<file path="config.mk">
export PLATFORM = sky130hd
export DESIGN_NAME = display_scan_reader
export DESIGN_NICKNAME = d
export VERILOG_FILES = /design/src/rtl/display_pkg.sv /design/src/rtl/seg_to_hex.sv /design/src/rtl/display_scan_reader.sv
export SDC_FILE = /design/constraint.sdc
export NUM_CORES = 1
export LEC_CHECK = 0
export CAP_MARGIN = 0
export CORE_MARGIN = 2
export CORE_UTILIZATION = 49
export DETAILED_ROUTE_END_ITERATION = 10
export PLACE_DENSITY = 0.69
export RECOVER_POWER = 100
export SLEW_MARGIN = 20
export SYNTH_ARGS = -nofsm -noshare
export SYNTH_HDL_FRONTEND = slang
export SYNTH_SLANG_ARGS = --single-unit
export TNS_END_PERCENT = 5
</file>
<file path="constraint.sdc">
create_clock -name CLK -period 3.8 [get_ports CLK]
set_input_delay 0.57 -clock CLK [delete_from_list [all_inputs] [get_ports CLK]]
set_output_delay 0.57 -clock CLK [all_outputs]
set_load 0.03 [all_outputs]
</file>
<file path="src/rtl/display_pkg.sv">
// Shared types and constants for the display scan reader: FSM encoding,
// active-low seven-segment hex glyphs and select-line helpers.
package display_pkg;

  typedef enum logic [1:0] {
    ST_IDLE   = 2'd0,
    ST_SETTLE = 2'd1,
    ST_HOLD   = 2'd2
  } state_e;

  localparam int SETTLE_CYCLES_DEFAULT = 4;

  // Active-low segment patterns on bits 6:0 (g..a), entry i is hex digit i.
  localparam logic [15:0][6:0] GLYPHS = {
    7'h0E, 7'h06, 7'h21, 7'h46, 7'h03, 7'h08, 7'h10, 7'h00,
    7'h78, 7'h02, 7'h12, 7'h19, 7'h30, 7'h24, 7'h79, 7'h40
  };

  // A select is usable only when exactly one active-low line is asserted.
  function automatic logic sel_valid(input logic [3:0] sel);
    return ($countones(~sel) == 1);
  endfunction

  function automatic logic [1:0] sel_index(input logic [3:0] sel);
    logic [1:0] idx;
    case (sel)
      4'b1110: idx = 2'd0;
      4'b1101: idx = 2'd1;
      4'b1011: idx = 2'd2;
      4'b0111: idx = 2'd3;
      default: idx = 2'd0;
    endcase
    return idx;
  endfunction

endpackage

</file>
<file path="src/rtl/seg_to_hex.sv">
// Combinational decode of an active-low 7-segment pattern to its hex value;
// match is low when the pattern is not one of the sixteen hex glyphs.
module seg_to_hex
  import display_pkg::*;
(
  input  logic [6:0] pattern,
  output logic [3:0] value,
  output logic       match
);

  always_comb begin
    value = '0;
    match = 1'b0;
    for (int i = 0; i < 16; i++) begin
      if (GLYPHS[i] == pattern) begin
        value = 4'(i);
        match = 1'b1;
      end
    end
  end

endmodule

</file>
<file path="src/rtl/display_scan_reader.sv">
// Recovers the four hex digits shown on a multiplexed 7-segment display by
// sampling its digit-select and segment lines and capturing settled patterns.
module display_scan_reader
  import display_pkg::*;
#(
  parameter int SETTLE_CYCLES = SETTLE_CYCLES_DEFAULT
) (
  input  logic       CLK,
  input  logic       RST_N,
  input  logic [3:0] DIGIT,
  input  logic [7:0] SEG,
  output logic [3:0] D0,
  output logic [3:0] D1,
  output logic [3:0] D2,
  output logic [3:0] D3,
  output logic [3:0] DVALID,
  output logic       FRAME,
  output logic       ERR,
  output state_e     dbg_state
);

  localparam logic [7:0] SETTLE_MAX = 8'(SETTLE_CYCLES);

  logic [3:0]       sync_digit, s_digit;
  logic [7:0]       sync_seg, s_seg;
  logic [11:0]      prev_sample;
  logic [7:0]       stable_cnt;
  logic             changed;
  logic             sel_ok;
  logic [1:0]       sel_idx;
  state_e           state_q, state_d;
  logic             capture;
  logic [3:0]       seg_value;
  logic             seg_match;
  logic [3:0]       frame_mask, mask_next;
  logic [3:0][3:0]  digit_q;
  logic [3:0]       dvalid_q;
  logic             frame_q, err_q;

  // Two-flop synchronizer; nothing downstream looks at the first stage.
  always_ff @(posedge CLK or negedge RST_N) begin
    if (!RST_N) begin
      sync_digit <= '0;
      sync_seg   <= '0;
      s_digit    <= '0;
      s_seg      <= '0;
    end else begin
      sync_digit <= DIGIT;
      sync_seg   <= SEG;
      s_digit    <= sync_digit;
      s_seg      <= sync_seg;
    end
  end

  assign changed = ({s_digit, s_seg} != prev_sample);
  assign sel_ok  = sel_valid(s_digit);
  assign sel_idx = sel_index(s_digit);

  // stable_cnt counts how many consecutive cycles prev_sample has been seen.
  always_ff @(posedge CLK or negedge RST_N) begin
    if (!RST_N) begin
      prev_sample <= '0;
      stable_cnt  <= '0;
    end else begin
      prev_sample <= {s_digit, s_seg};
      if (changed) begin
        stable_cnt <= 8'd1;
      end else if (stable_cnt != SETTLE_MAX) begin
        stable_cnt <= stable_cnt + 8'd1;
      end
    end
  end

  always_ff @(posedge CLK or negedge RST_N) begin
    if (!RST_N) state_q <= ST_IDLE;
    else        state_q <= state_d;
  end

  always_comb begin
    state_d = state_q;
    capture = 1'b0;
    case (state_q)
      ST_IDLE: begin
        if (sel_ok) state_d = ST_SETTLE;
      end
      ST_SETTLE: begin
        if (!sel_ok) begin
          state_d = ST_IDLE;
        end else if (!changed && stable_cnt == SETTLE_MAX) begin
          capture = 1'b1;
          state_d = ST_HOLD;
        end
      end
      ST_HOLD: begin
        if (changed) state_d = sel_ok ? ST_SETTLE : ST_IDLE;
      end
      default: state_d = ST_IDLE;
    endcase
  end

  seg_to_hex u_seg_to_hex (
    .pattern (s_seg[6:0]),
    .value   (seg_value),
    .match   (seg_match)
  );

  assign mask_next = frame_mask | (4'b0001 << sel_idx);

  // The completing digit is not kept in the mask: a full frame restarts empty.
  always_ff @(posedge CLK or negedge RST_N) begin
    if (!RST_N) begin
      digit_q    <= '0;
      dvalid_q   <= '0;
      frame_mask <= '0;
      frame_q    <= 1'b0;
      err_q      <= 1'b0;
    end else begin
      frame_q <= 1'b0;
      err_q   <= 1'b0;
      if (capture) begin
        if (seg_match) begin
          digit_q[sel_idx]  <= seg_value;
          dvalid_q[sel_idx] <= 1'b1;
          if (mask_next == 4'hF) begin
            frame_q    <= 1'b1;
            frame_mask <= '0;
          end else begin
            frame_mask <= mask_next;
          end
        end else begin
          err_q <= 1'b1;
        end
      end
    end
  end

  assign D0        = digit_q[0];
  assign D1        = digit_q[1];
  assign D2        = digit_q[2];
  assign D3        = digit_q[3];
  assign DVALID    = dvalid_q;
  assign FRAME     = frame_q;
  assign ERR       = err_q;
  assign dbg_state = state_q;

endmodule
</file>
==> results.ini, run 1 <==
[outcome]
status=finished with violations
violations=max-capacitance violations, max-slew violations

[sta]
setup_viol=0
finalCritPeriodShare=0.886
max_freq_ghz=0.297
relSlewSlack=-0.0319
period_needed_ps=3360
rsz0062_at_grt=false
final_hold_viol_count=0
fin_setup_tns_ps=0
worst-slew-pin-transition_ps=1550
maxSlewViolCount=31
skew_ps=7.70

[cells_and_area]
nFillCells=529
syn_to_final_growth_pct=15.6
final_area_um2=3770
drive_gt1_frac=0.104
n_antenna_cell=0
nets=318
layout.cells.non_filler=376

[die]
die_w_um=85.6
rows=29
die_area_um2=7330
core-area_um2=6390
die_height_um=85.6
initial_utilization=0.511
io_pins=38

[clocking]
clk_pin_slew_ps=60
cts_resized=0
insertion_delay_ps=350
cts_tree=yes
root_buffer=clkbuf_8
cts_hold_buf=0
cts_htree_levels=3
numCtsBuffers=9
cts_setup_buffers=0
clockBufferDepth=2
cts_sinks=72

[placed_design]
port_buffers=37
gp_congestion=0.804
dp_hpwl_mm=4.31
dp_cells=363
dpl_cell_area_um2=3670

[logic_synthesis]
netlist_area_um2=3270
synthCells=258
ys_seq_elements=72
synth_nets=279
syn_area_per_cell_um2=12.7
synth_cell_types=57
yosysSeqAreaShare=0.552
synthArstFlopShare=1.00
synth_ff_type=dfrtp_1
yosys_warnings=0
synth_edf_count=0

[drt]
vias_per_cell=5.52
drtAntennaViolNets=0
vias=2077
drt-initial-drc-count=69
drc=0
drt_wl_total_mm=6.05
wire_per_inst_um=16.1
firstDrtPassIters=4

[worst_setup_path]
critical_path_class=reg -> reg
cp-end-kind=flop
crit_fanout=9
cp-start-kind=flop
critPathRequiredTime_ps=4030
worstPathArrival_ps=3600
timing.rr.end=D1[3]
reg2regPathDepth=8
r2r_slack_ps=440
reg2reg_from=s_digit[0]

[global_route]
grt_start_max_net_pins=44
antenna_found_initial=0
grt_pass1_wl_mm=10.1
grt_usage=0.182
grt_overflow_total=0
grt_pass1_vias=2053

[run]
cap_violations=1

[power]
p_leak_nw=1.79
total_power_w=0.00142
p_per_area_nw_per_um2=375
vdd_drop_max_v=0.000235

[worst_hold_path]
min_from=sync_seg[4]
hold_depth=0
hold_end=s_seg[4]
hp-class=reg -> reg

routing by layer:
layer,track usage,up-vias,wire [um]
li1,-,1002,-
met1,0.247,1030,2950
met2,0.273,33,2750
met3,0.0462,12,217
met4,0.0909,0,130
met5,0,-,0
power breakdown:
| part | internal, W | switching, W |
|---|---|---|
| sequential | 0.000788 | 0.0000245 |
| combinational | 0.0000381 | 0.0000564 |
| clock | 0.000261 | 0.000248 |
| total | 0.00109 | 0.000329 |
logic make-up after synthesis:
kind of cell,after synthesis,share of synthesized area
AO/OA/AOI/OAI,39,0.117
AND/OR/NAND/NOR,76,0.149
adder cells (fa/ha/maj),7,0.0291
XOR/XNOR,19,0.0510
multiplexers,18,0.0617
buffers and inverters,27,0.0398
flip-flops,72,0.552
placed cells by master, fill, tap and decap left out, types with 4 or more instances in the layout:
| cell | n |
|---|---|
| nor2_1 | 18 |
| nand2_1 | 12 |
| dfrtp_1 | 72 |
| inv_1 | 15 |
| a21oi_1 | 10 |
| a2111oi_2 | 4 |
| clkbuf_8 | 11 |
| xor2_1 | 15 |
| xnor2_1 | 4 |
| mux2_1 | 15 |
| nor4_1 | 5 |
| a2111o_1 | 4 |
| dlygate4sd3_1 | 36 |
| ha_1 | 6 |
| nand3_1 | 8 |
| nand2b_1 | 6 |
flip-flops by register name (all words and copies together) (netlist names):
register and count:
D3 4, stable_cnt 8, sync_digit 4, sync_seg 8, dbg_state 2, s_seg 8, s_digit 4, D1 4
prev_sample 12, FRAME 1, frame_mask 4, D0 4, ERR 1, DVALID 4, D2 4
synthesized netlist by cell type (2+ instances only):
master / number / share of area
a2111o_1: 4 / 0.014
a21oi_1: 10 / 0.015
nand3_1: 8 / 0.012
nor4bb_1: 2 / 0.0061
ha_1: 6 / 0.023
buf_2: 5 / 0.0077
nor4_1: 5 / 0.0096
dfrtp_1: 72 / 0.55
o221ai_1: 2 / 0.0054
clkbuf_1: 3 / 0.0034
buf_6: 3 / 0.010
inv_1: 15 / 0.017
nand2_1: 12 / 0.014
or2_1: 2 / 0.0038
nor3_1: 3 / 0.0046
nor2_1: 18 / 0.021
mux2_1: 15 / 0.052
or4_4: 3 / 0.010
nand3b_1: 2 / 0.0046
nand2b_1: 6 / 0.011
a21boi_0: 2 / 0.0046
xor2_1: 15 / 0.040
a2111oi_4: 4 / 0.034
o21ai_0: 3 / 0.0046
xnor2_1: 4 / 0.011
nor2b_1: 2 / 0.0038
mux2_2: 2 / 0.0069
worst max-delay path by stage:
stage,from,to,slack [ps],cells past startpoint
2_1_floorplan,s_digit[0],D1[3],800,8
3_3_place_gp,s_digit[0],D1[3],620,8
3_5_place_dp,s_digit[0],frame_mask[3],510,9
4_1_cts,s_digit[0],frame_mask[3],480,9
5_1_grt,s_digit[0],D2[3],210,8
6_report,s_digit[0],D1[3],440,8
area by class of cell:
class                   count  area [um^2]  area share
inverters                  16         60.1      0.0159
repair buffers             39          373      0.0988
clock inverters             1         5.00     0.00133
flip-flops and latches     72         1800       0.477
clock buffers              12          155      0.0411
well taps                  77         96.3      0.0255
multi-input cells         159         1280       0.340
stage by stage:
| step | worst slack (ps) | util | hold slack, ps |
|---|---|---|---|
| final | 435 | 0.591 | 347 |
| after global routing | 207 | 0.591 | 356 |
| after CTS | 480 | 0.600 | 261 |
| after detailed placement | 507 | 0.575 | 336 |
| after global placement | 622 | 0.575 | 334 |
| after floorplan | 797 | - | 274 |
critical path: stages (launching register included):
cell and delay, ps:
dfrtp_1 450, fa_1 560, inv_1 40, ha_1 170
ha_1 280, nor3b_1 430, nand4b_4 250, a2111oi_2 670
mux2_2 400
Note: power is estimated with default switching activity, not from simulation.
==> run 2: changes to the inputs <==
CORE_ASPECT_RATIO = 0.75   (was default)
PLACE_DENSITY = 0.7   (was 0.69)
SYNTH_HIERARCHICAL = 1   (was default)
==> run 2 against run 1 <==
Against the previous run:
- the flow still finishes with violations (max-capacitance violations, max-slew violations)
- highest routed layer unchanged
- synthesized area shrank 6.3%
- count of clock-buffer cells in the layout stayed put
- combinational power down 19%
- via count shrank 8.9%
- routed wire length shrank 16%
- first-iteration DRC count grew 39%
==> results.ini, run 2 <==
[placed_design]
dpl_cell_area_um2=3470
dp_cells=350
dp_hpwl_mm=3.53
port_buffers=37
dp_slack_ps=531
gp_congestion=0.851

[clocking]
clockBufferDepth=2
cts_resized=0
numCtsBuffers=9
cts_sinks=72
root_buffer=clkbuf_8
clk_pin_slew_ps=70
cts_tree=yes
cts_hold_buf=0
cts_htree_levels=3
cts_setup_buffers=0
insertion_delay_ps=340

[logic_synthesis]
synthArstFlopShare=1.00
synth_ff_type=dfrtp_1
synth_area_leaders=dfrtp_1 59%, xor2_1 4.0%, mux2_4 3.9%
ys_seq_elements=72
synth_cell_types=52
synthCells=245
synthTopCellsByCount=72 x dfrtp_1, 18 x nor2_1, 14 x xor2_1, 13 x nand2_1, 12 x inv_1
yosys_warnings=6
yosysMostFrequentCell=dfrtp_1
synth_top_area_share=0.589
synth_edf_count=0
syn_area_per_cell_um2=12.5
synth_nets=266
synth_top_area_cell=dfrtp_1
yosysSeqAreaShare=0.589
netlist_area_um2=3060

[power]
p_leak_nw=1.71
vdd_drop_max_v=0.000223
p_per_area_nw_per_um2=432

[drt]
vias=1893
vias_per_cell=5.17
wire_per_inst_um=13.8
drc=0
drt_wl_total_mm=5.06
firstDrtPassIters=4
drt-initial-drc-count=96
drtAntennaViolNets=0

[global_route]
grt_pass1_vias=1781
grt_start_max_net_pins=53
antenna_found_initial=0
grt_overflow_total=0
grt_pass1_wl_mm=8.83
grt_usage=0.171

[run]
cap_violations=1

[sta]
rsz0062_at_grt=false
final_hold_viol_count=0
skew_ps=9.25
fin_ws_ps=412
max_freq_ghz=0.295
finalCritPeriodShare=0.891
worst-slew-pin-transition_ps=2580
setup_viol=0
relSlewSlack=-0.722
maxSlewViolCount=53
period_needed_ps=3390
fin_setup_tns_ps=0

[cells_and_area]
nets=304
layout.cells.non_filler=366
layout_common_cells=72 x dfrtp_1, 36 x dlygate4sd3_1, 18 x nor2_1
n_antenna_cell=0
multiInputGateArea_um2=1090
top_register=prev_sample
drive_gt1_frac=0.0938
final_area_um2=3630
largest_reg_flops=12
syn_to_final_growth_pct=18.7
nFillCells=473
final_common_cell=dfrtp_1
register_area_um2=1800

[worst_hold_path]
hp-class=reg -> reg

[worst_setup_path]
cp_cell_sequence=fa_1 > inv_1 > ha_1 > ha_1 > or3b_1 > nor2_1 > nand3_1 > or4_1 > mux2_1
critPathRequiredTime_ps=4010
cpMaxStageDelayCell=or4_1
cpMostUsedCell=ha_1
crit_fanout=7
cp_slowest_stage_delay_ps=710
cp-end-kind=flop
worstPathArrival_ps=3600
critical_path_class=reg -> reg
cp-start-kind=flop

[die]
initial_utilization=0.517
core-area_um2=5920
rows=24
die_w_um=95.3
die_height_um=72.4
die_area_um2=6900
io_pins=38

[outcome]
violations=max-capacitance violations, max-slew violations
status=finished with violations

run 2: worst max-delay path, delay by kind of cell, from the launching register on:
family | cells | cell delay (ps)
buffers and inverters | 1 | 40
multiplexers | 1 | 360
AND/OR/NAND/NOR | 4 | 1400
flip-flops | 1 | 460
adder cells (fa/ha/maj) | 3 | 1000
run 2: where the power goes:
| group | total (W) | switching, W | internal (W) |
|---|---|---|---|
| Sequential | 0.000813 | 0.0000262 | 0.000787 |
| Clock | 0.000680 | 0.000273 | 0.000407 |
| Combinational | 0.0000769 | 0.0000424 | 0.0000345 |
| Total | 0.00157 | 0.000341 | 0.00123 |
run 2: cell families (layout without fill, tap and decap cells):
logic type      Yosys count  after routing  synth area share
compound gates           25             25            0.0576
xor+xnor                 18             18            0.0515
fa+ha+maj                 7              7            0.0311
simple gates             82             82             0.161
buf+inv                  24             67            0.0384
flops                    72             72             0.589
mux                      17             17            0.0720
run 2: through the flow:
stage / power, W / hold WS [ps] / utilization
2_1_floorplan: 0.000868 / 274 / -
6_report: 0.00157 / 349 / 0.614
3_5_place_dp: 0.000914 / 336 / 0.586
4_1_cts: 0.00160 / 351 / 0.625
5_1_grt: 0.00164 / 352 / 0.614
3_3_place_gp: 0.000911 / 333 / 0.586
run 2: final timing paths:
| kind | from | endpoint | slack [ps] | depth (start not counted) |
|---|---|---|---|---|
| min in group asynchronous | RST_N | D3[2] | 1040 | 1 |
| worst max register to register | s_digit[0] | D3[0] | 410 | 9 |
| worst max-delay path | s_digit[0] | D3[0] | 410 | 9 |
| worst min-delay path | sync_seg[3] | s_seg[3] | 350 | 0 |
| max in group asynchronous | RST_N | FRAME | 1170 | 2 |
| worst min register to register | sync_seg[3] | s_seg[3] | 350 | 0 |
run 2: area by class of cell:
class,instances,area share
clock buffer,12,0.0427
clock inverter,4,0.0210
inverter,12,0.0124
multi-input combinational,149,0.299
sequential,72,0.496
tap,78,0.0269
timing repair buffer,39,0.102
run 2: per-layer routing:
layer | GRT usage | vias up | part of all wire
li1 | - | 924 | -
met1 | 0.252 | 911 | 0.52
met2 | 0.232 | 49 | 0.41
met3 | 0.0561 | 9 | 0.053
met4 | 0.0725 | 0 | 0.017
met5 | 0 | - | 0
